File: src/rtl/writeback_stage_pkg.sv
// Shared definitions for the writeback stage: source-select encodings and default widths.
package writeback_stage_pkg;

  localparam int DATA_W_DEF = 32;
  localparam int BYTE_W_DEF = 8;
  localparam int RG_W_DEF   = 4;
  localparam int CNT_W_DEF  = 16;

  typedef enum logic [1:0] {
    SEL_MEM    = 2'd0,
    SEL_ALU    = 2'd1,
    SEL_BYTE_Z = 2'd2,
    SEL_BYTE_S = 2'd3
  } sel_e;

endpackage

File: src/rtl/writeback_stage_select.sv
// Combinational 4:1 writeback source select with byte zero/sign extension.
module wb_select
  import writeback_stage_pkg::*;
#(
  parameter int DATA_W = DATA_W_DEF,
  parameter int BYTE_W = BYTE_W_DEF
) (
  input  logic [1:0]        sel,
  input  logic [DATA_W-1:0] do_in,
  input  logic [DATA_W-1:0] alu_result,
  input  logic [BYTE_W-1:0] dob_in,
  output logic [DATA_W-1:0] data
);

  localparam int EXT_W = DATA_W - BYTE_W;

  logic [EXT_W-1:0] sign_ext;

  genvar gi;
  generate
    for (gi = 0; gi < EXT_W; gi++) begin : g_ext
      assign sign_ext[gi] = dob_in[BYTE_W-1];
    end
  endgenerate

  always_comb begin
    data = do_in;
    case (sel)
      SEL_MEM:    data = do_in;
      SEL_ALU:    data = alu_result;
      SEL_BYTE_Z: data = {{EXT_W{1'b0}}, dob_in};
      SEL_BYTE_S: data = {sign_ext, dob_in};
      default:    data = do_in;
    endcase
  end

endmodule

File: src/rtl/writeback_stage.sv
// Single-entry writeback pipeline register with valid/ready handshake,
// register-file write strobe (register 0 suppressed) and saturating commit counter.
module writeback_stage
  import writeback_stage_pkg::*;
#(
  parameter int DATA_W = DATA_W_DEF,
  parameter int BYTE_W = BYTE_W_DEF,
  parameter int RG_W   = RG_W_DEF,
  parameter int CNT_W  = CNT_W_DEF
) (
  input  logic              clk,
  input  logic              rst_n,
  input  logic              in_valid,
  output logic              in_ready,
  input  logic [DATA_W-1:0] do_in,
  input  logic [DATA_W-1:0] alu_result,
  input  logic [BYTE_W-1:0] dob_in,
  input  logic [RG_W-1:0]   rg_in,
  input  logic [1:0]        sel_dat,
  input  logic              wr_en_in,
  output logic              out_valid,
  input  logic              out_ready,
  output logic [DATA_W-1:0] wb_data,
  output logic [RG_W-1:0]   rg,
  output logic [BYTE_W-1:0] dob,
  output logic              rf_we,
  output logic [CNT_W-1:0]  commit_cnt
);

  logic              out_valid_reg;
  logic [DATA_W-1:0] wb_data_reg;
  logic [RG_W-1:0]   rg_reg;
  logic [BYTE_W-1:0] dob_reg;
  logic              wr_en_reg;
  logic [CNT_W-1:0]  commit_cnt_reg;
  logic [CNT_W-1:0]  commit_cnt_next;
  logic [DATA_W-1:0] sel_data;
  logic              in_fire;
  logic              out_fire;

  wb_select #(
    .DATA_W (DATA_W),
    .BYTE_W (BYTE_W)
  ) u_select (
    .sel        (sel_dat),
    .do_in      (do_in),
    .alu_result (alu_result),
    .dob_in     (dob_in),
    .data       (sel_data)
  );

  // The entry may be replaced in the same cycle it drains, so a stalled
  // consumer is the only thing that blocks upstream.
  assign in_ready = !out_valid_reg || out_ready;
  assign in_fire  = in_valid && in_ready;
  assign out_fire = out_valid_reg && out_ready;
  assign rf_we    = out_fire && wr_en_reg && (rg_reg != '0);

  always_comb begin
    commit_cnt_next = commit_cnt_reg;
    if (rf_we && (commit_cnt_reg != '1)) begin
      commit_cnt_next = commit_cnt_reg + 1'b1;
    end
  end

  always_ff @(posedge clk or negedge rst_n) begin
    if (!rst_n) begin
      out_valid_reg  <= 1'b0;
      wb_data_reg    <= '0;
      rg_reg         <= '0;
      dob_reg        <= '0;
      wr_en_reg      <= 1'b0;
      commit_cnt_reg <= '0;
    end else begin
      if (in_fire) begin
        out_valid_reg <= 1'b1;
        wb_data_reg   <= sel_data;
        rg_reg        <= rg_in;
        dob_reg       <= dob_in;
        wr_en_reg     <= wr_en_in;
      end else if (out_fire) begin
        out_valid_reg <= 1'b0;
      end
      commit_cnt_reg <= commit_cnt_next;
    end
  end

  assign out_valid  = out_valid_reg;
  assign wb_data    = wb_data_reg;
  assign rg         = rg_reg;
  assign dob        = dob_reg;
  assign commit_cnt = commit_cnt_reg;

endmodule

File: config.mk
export PLATFORM = sky130hd
export DESIGN_NAME = writeback_stage
export DESIGN_NICKNAME = d
export VERILOG_FILES = /design/src/rtl/writeback_stage_pkg.sv /design/src/rtl/writeback_stage_select.sv /design/src/rtl/writeback_stage.sv
export SDC_FILE = /design/constraint.sdc
export NUM_CORES = 1
export LEC_CHECK = 0
export ABC_AREA = 1
export CAP_MARGIN = 20
export CORE_MARGIN = 2
export CORE_UTILIZATION = 29
export CTS_BUF_LIST = sky130_fd_sc_hd__clkbuf_16
export DETAILED_ROUTE_END_ITERATION = 10
export HOLD_SLACK_MARGIN = 0.15
export MAX_ROUTING_LAYER = met4
export PLACE_DENSITY = 0.58
export SKIP_LAST_GASP = 1
export SYNTH_ARGS = -nofsm -noshare
export SYNTH_HDL_FRONTEND = slang
export SYNTH_SLANG_ARGS = --single-unit
export TNS_END_PERCENT = 100
File: constraint.sdc
create_clock -name clk -period 1.8 [get_ports clk]
set_input_delay 0.54 -clock clk [delete_from_list [all_inputs] [get_ports clk]]
set_output_delay 0.54 -clock clk [all_outputs]
set_load 0.01 [all_outputs]
==> run_results.csv, run 1 <==
group,metric,value,unit
status,status,"finished clean",
layout,diodes,0,
floorplanning,coreArea,10700,sq um
synthesis,synthCells,399,
setup_path,crit_arrival,1.23,ns
cts,cts_tree,"done",
drt,via_per_inst,4.83,
cts,cts_buffers,9,
sta,setup_viol,0,
drt,drc,0,
placement,gp_congestion,0.818,
placement,place.detailed.hpwl,7.12,mm
layout,nFillCells,1078,
min_path,min_path_type,"input port to asynchronous set/reset pin",
drt,wl_per_cell,14.3,microns
setup_path,path_class,"flip-flop to output pin",
global_routing,grt_pass1_vias,3362,
power_and_ir_drop,p_leak,2.41,nW
synthesis,yosys_warnings,0,
placement,io_buffers,145,
layout,area_delta_synth_final,67.9,%
sta,max_freq,566,MHz
setup_path,cpPeakStageDelay,0.56,ns
synthesis,synth_seq_cells,62,
drt,wirelength,10.1,mm
synthesis,synth_edf_count,0,
setup_path,cp_cell_sequence,"clkdlybuf4s50_1",
setup_path,end_kind,"output pin",
cts,clock_latency,0.32,ns
drt,num_vias,3407,
floorplanning,die_w,108,microns
cts,ctsHoldBuffers,0,
synthesis,ys_seq_area_share,49.4,%
setup_path,startpoint_type,"flip-flop",
cts,cts_root_buffer,"clkbuf_16",
global_routing,grt_pass1_wl,16.1,mm
cts,clk_path_buf_depth,2,
setup_path,cp_num_cells,1,
global_routing,antenna_found_initial,0,
floorplanning,dieArea,11700,sq um
drt,drtIter0Drc,111,
power_and_ir_drop,total_power,0.00509,W
global_routing,grt_start_max_net_pins,63,
setup_path,path_delay_family,"buffers and inverters",
drt,ant_nets,0,
synthesis,synth_area_per_cell,7.88,sq um
drt,firstDrtPassIters,6,
layout,nNetsFinal,644,
sta,max_slew_margin,73.5,%
power_and_ir_drop,powerDensity,965,nW/um^2
layout,seq_area,1560,sq um
sta,rsz0062_at_grt,"false",
floorplanning,die_height,108,microns
synthesis,ys.flop_type,"dfrtp_1",
layout,drive_above_1_share,11.0,%
layout,multi_input_area,1420,sq um
job,max_cap_violations,0,
synthesis,syn_nets,483,
setup_path,cp.required,1.26,ns
floorplanning,num_io_pins,146,
layout,largest_reg_flops,32,
setup_path,worst-path-max-fanout,2,
cts,cts_max_level,3,
setup_path,crit_slowest_cell,"clkdlybuf4s50_1",
cts,cts_sinks,62,
sta,min_period,1.77,ns
floorplanning,rows,38,
sta,setup_slack,0.0321,ns
placement,dp_slack,-0.553,ns
synthesis,syn-cell-area,3140,sq um
cts,clk_pin_slew,0.05,ns
floorplanning,start_util,29.4,%
sta,finalHoldViolations,0,
setup_path,reg2reg_depth,6,
global_routing,overflow,0,
power_and_ir_drop,ir_drop,381,uV
synthesis,async_flop_share,100,%
global_routing,track_usage,18.2,%
synthesis,synth.distinct_cells,26,
sta,post-route-period-util,98.2,%
sta,clock_skew,0.00574,ns
setup_path,crit_buf_inv,1,
sta,tightestPinTransition,0.396,ns
sta,drv_slew,0,
## cells in the mapped netlist, types with 2 or more instances
library cell	instances	area share [%]
a21oi_1	32	5.1
a31oi_1	32	6.4
buf_2	8	1.3
buf_6	2	0.72
clkbuf_1	13	1.6
dfrtp_1	62	49
inv_1	14	1.7
inv_2	2	0.24
nand2_1	115	14
nand2_2	2	0.40
nand3_1	39	6.2
nand3b_1	2	0.48
nand4_1	3	0.60
nor2_1	45	5.4
nor2_2	2	0.40
nor2_4	4	1.4
o21ai_0	5	0.80
o21ai_1	5	0.80
xnor2_1	3	0.84
xor2_1	3	0.84
## stage by stage
stage / std cells / TNS, ns / hold slack [ns] / instance area, sq um / utilization [%]
after floorplan: 399 / 0 / 0.244 / 3140 / -
after global placement: 680 / -9.93 / 0.464 / 4890 / 45.7
after detailed placement: 680 / -10.51 / 0.465 / 4890 / 45.7
after CTS: 705 / 0 / 0.243 / 5240 / 49.0
after global routing: 705 / 0 / 0.260 / 5280 / 49.3
final: 705 / 0 / 0.236 / 5280 / 49.3
## what timing repair did
action	4_1_cts	5_1_grt
endpoints found under the setup margin	20	13
gates resized for setup	22	13
buffers inserted	9	0
## cells by family after synthesis
kind of cell	count (synthesis)	synth area share, %
AND/OR/NAND/NOR	214	29.1
AO/OA/AOI/OAI	76	13.9
flip-flops	62	49.4
buffers and inverters	40	5.57
XOR/XNOR	6	1.67
adder cells (fa/ha/maj)	1	0.398
## routing by layer
| layer | global-route usage, % | up-vias | share of wire, % |
|---|---|---|---|
| li1 | - | 1653 | - |
| met1 | 21.9 | 1614 | 43 |
| met2 | 29.4 | 127 | 49 |
| met3 | 4.76 | 13 | 6.9 |
| met4 | 6.59 | 0 | 1.7 |
| met5 | - | - | 0 |
## power breakdown
group / internal, W / switching [W] / total, W / leakage, nW
registers: 0.00164 / 0.000171 / 0.00181 / 0.743
clock network: 0.00119 / 0.000594 / 0.00179 / 0.159
logic: 0.000809 / 0.000687 / 0.00150 / 1.51
total: 0.00364 / 0.00145 / 0.00509 / 2.41
## area by class of cell
type	instances	area share (%)
multi-input combinational	297	26.9
timing repair buffer	174	33.4
clock buffer	9	4.27
inverter	16	1.14
clock inverter	7	1.54
sequential	62	29.5
tap	140	3.32
## final timing paths
path                                                 from                         to  slack, ns
worst min-delay path                                rst_n          rg[1]$_DFFE_PN0P_       0.24
worst max register to register  commit_cnt[0]$_DFFE_PN0P_  commit_cnt[5]$_DFFE_PN0P_       0.17
min in group clk                       dob[1]$_DFFE_PN0P_         dob[1]$_DFFE_PN0P_       0.47
worst max-delay path               wb_data[2]$_DFFE_PN0P_                 wb_data[2]       0.03
worst min register to register         dob[1]$_DFFE_PN0P_         dob[1]$_DFFE_PN0P_       0.47
max in group asynchronous                           rst_n  commit_cnt[6]$_DFFE_PN0P_       1.28
## cells in the final DEF, fill, tap and decap left out, types with 4 or more instances in the layout
| cell type | count |
|---|---|
| clkdlybuf4s50_1 | 118 |
| nand2_1 | 115 |
| dfrtp_1 | 59 |
| nor2_1 | 44 |
| nand3_1 | 39 |
| a21oi_1 | 32 |
| a31oi_1 | 32 |
| buf_4 | 22 |
| inv_1 | 16 |
| dlymetal6s2s_1 | 13 |
| dlygate4sd2_1 | 11 |
| clkbuf_16 | 9 |
| buf_12 | 7 |
| o21ai_1 | 5 |
| o21ai_0 | 5 |
| nor2_4 | 4 |
Power figures use the tool's default switching activity.
==> inputs of run 2 (changes only) <==
- ABC_CLOCK_PERIOD_IN_PS: default -> 1800
==> results of run 2 <==
The final DEF is identical to that of run 1; final timing and power are the same.
==> inputs of run 3 (changes only) <==
- CTS_BUF_LIST: sky130_fd_sc_hd__clkbuf_16 -> default
==> run_results.csv, run 3 (same netlist as run 1, synthesis figures left out) <==
group,metric,value,unit
setup_path,crit_arrival,1.20,ns
power_and_ir_drop,total_power,0.00460,W
floorplanning,num_io_pins,146,
drt,via_per_inst,4.80,
power_and_ir_drop,powerDensity,886,nW/um^2
setup_path,worst-path-max-fanout,2,
global_routing,grt_pass1_vias,3326,
cts,clock_latency,0.33,ns
placement,post_dp_cell_area,4890,sq um
layout,final_area,5200,sq um
sta,holdWs,0.212,ns
cts,cts_buffers,9,
cts,clk_pin_slew,0.07,ns
drt,num_vias,3393,
floorplanning,rows,38,
placement,place.detailed.hpwl,7.12,mm
global_routing,antenna_found_initial,0,
sta,max_slew_margin,73.5,%
floorplanning,dieArea,11700,sq um
setup_path,path_class,"flip-flop to output pin",
sta,post-route-period-util,96.8,%
global_routing,track_usage,18.2,%
layout,layout_common_cells,"nand2_1 (115), clkdlybuf4s50_1 (83), dfrtp_1 (59), nor2_1 (44), nand3_1 (39)",
cts,cts_tree,"done",
layout,mostFrequentLayoutCell,"nand2_1",
sta,min_period,1.74,ns
cts,cts_sinks,62,
placement,io_buffers,145,
sta,rsz0062_at_grt,"false",
setup_path,end_kind,"output pin",
cts,cts_root_buffer,"clkbuf_8",
sta,clock_skew,0.00948,ns
job,max_cap_violations,0,
sta,tightestPinTransition,0.396,ns
layout,diodes,0,
setup_path,cp.required,1.26,ns
global_routing,overflow,0,
setup_path,cpPeakStageDelay,0.52,ns
placement,post-place-cells,680,
global_routing,grt_pass1_wl,16.1,mm
floorplanning,coreArea,10700,sq um
drt,wl_per_cell,14.2,microns
min_path,min_path_type,"input port to asynchronous set/reset pin",
setup_path,startpoint_type,"flip-flop",
sta,setup_viol,0,
power_and_ir_drop,p_leak,2.53,nW
setup_path,crit_slowest_cell,"clkdlybuf4s50_1",
layout,drive_above_1_share,11.5,%
status,status,"finished clean",
drt,drc,0,
setup_path,path_delay_family,"buffers and inverters",
drt,drtIter0Drc,108,
setup_path,cp_cell_sequence,"clkdlybuf4s50_1",
layout,area_delta_synth_final,65.4,%
drt,ant_nets,0,
setup_path,crit_buf_inv,1,
cts,clk_path_buf_depth,2,
global_routing,grt_start_max_net_pins,63,
cts,cts_max_level,3,
layout,largest_reg_flops,32,
floorplanning,die_w,108,microns
placement,gp_congestion,0.818,
drt,wirelength,10.1,mm
power_and_ir_drop,ir_drop,347,uV
sta,drv_slew,0,
layout,nNetsFinal,646,
sta,finalHoldViolations,0,
floorplanning,die_height,108,microns
floorplanning,start_util,29.4,%
layout,fin_cells,707,
drt,firstDrtPassIters,6,
layout,utilization,48.6,%
sta,max_freq,574,MHz
## run 3: cell types whose count changed in the layout (fill, tap and decap cells not counted), moves of 9 or more
cell             previous run  this run
clkbuf_8                    0        10
dlymetal6s2s_1             13        24
dlygate4sd2_1              11        35
clkbuf_16                   9         0
clkdlybuf4s50_1           118        83
## run 3: report_power, final
group	total [W]	internal [W]	switching, W	leakage [nW]
Sequential	0.00180	0.00164	0.000160	0.743
Combinational	0.00145	0.000751	0.000696	1.67
Clock	0.00136	0.000815	0.000542	0.110
Total	0.00460	0.00320	0.00140	2.53
## run 3: layout make-up
cell class / count / area [sq um]
clock inverter: 4 / 70.1
tap: 140 / 175
fill: 1083 / 5500
sequential: 62 / 1560
timing repair buffer: 176 / 1770
clock buffer: 12 / 145
inverter: 16 / 60.1
multi-input combinational: 297 / 1420
## run 3: per-layer routing
metal	part of all wire, %	global-route usage (%)	vias to the layer above
li1	-	-	1659
met1	44	22.0	1600
met2	48	29.4	125
met3	7.0	5.24	9
met4	1.2	5.68	0
met5	0	-	-
## run 3: timing repair
item	in CTS	in global routing
setup endpoints to repair	44	24
hold buffers	0	0
gates resized for setup	46	24
pin swaps	0	0
buffers inserted	11	0
## run 3: worst register-to-register path, delay by kind of cell (launching register included)
family	cells	cell delay, ns
adder cells (fa/ha/maj)	1	0.23
flip-flops	1	0.41
AND/OR/NAND/NOR	3	0.35
AO/OA/AOI/OAI	2	0.51
## run 3: through the flow
stage	worst slack, ns	setup TNS [ns]
finish	0.0571	0
global route	0.00299	0
global placement	-0.522	-9.93
CTS	0.000198	0
detailed placement	-0.553	-10.51
floorplan	0.332	0
## run 3: final timing paths
check                                          start                        end  slack [ns]  cells past startpoint
max reg2reg                commit_cnt[0]$_DFFE_PN0P_  commit_cnt[5]$_DFFE_PN0P_        0.17                      6
max                        commit_cnt[6]$_DFFE_PN0P_              commit_cnt[6]        0.06                      1
min reg2reg                       dob[1]$_DFFE_PN0P_         dob[1]$_DFFE_PN0P_        0.47                      2
min in group clk                  dob[1]$_DFFE_PN0P_         dob[1]$_DFFE_PN0P_        0.47                      2
max in group asynchronous                      rst_n  commit_cnt[5]$_DFFE_PN0P_        1.30                      2
min                                            rst_n          rg[1]$_DFFE_PN0P_        0.21                      2
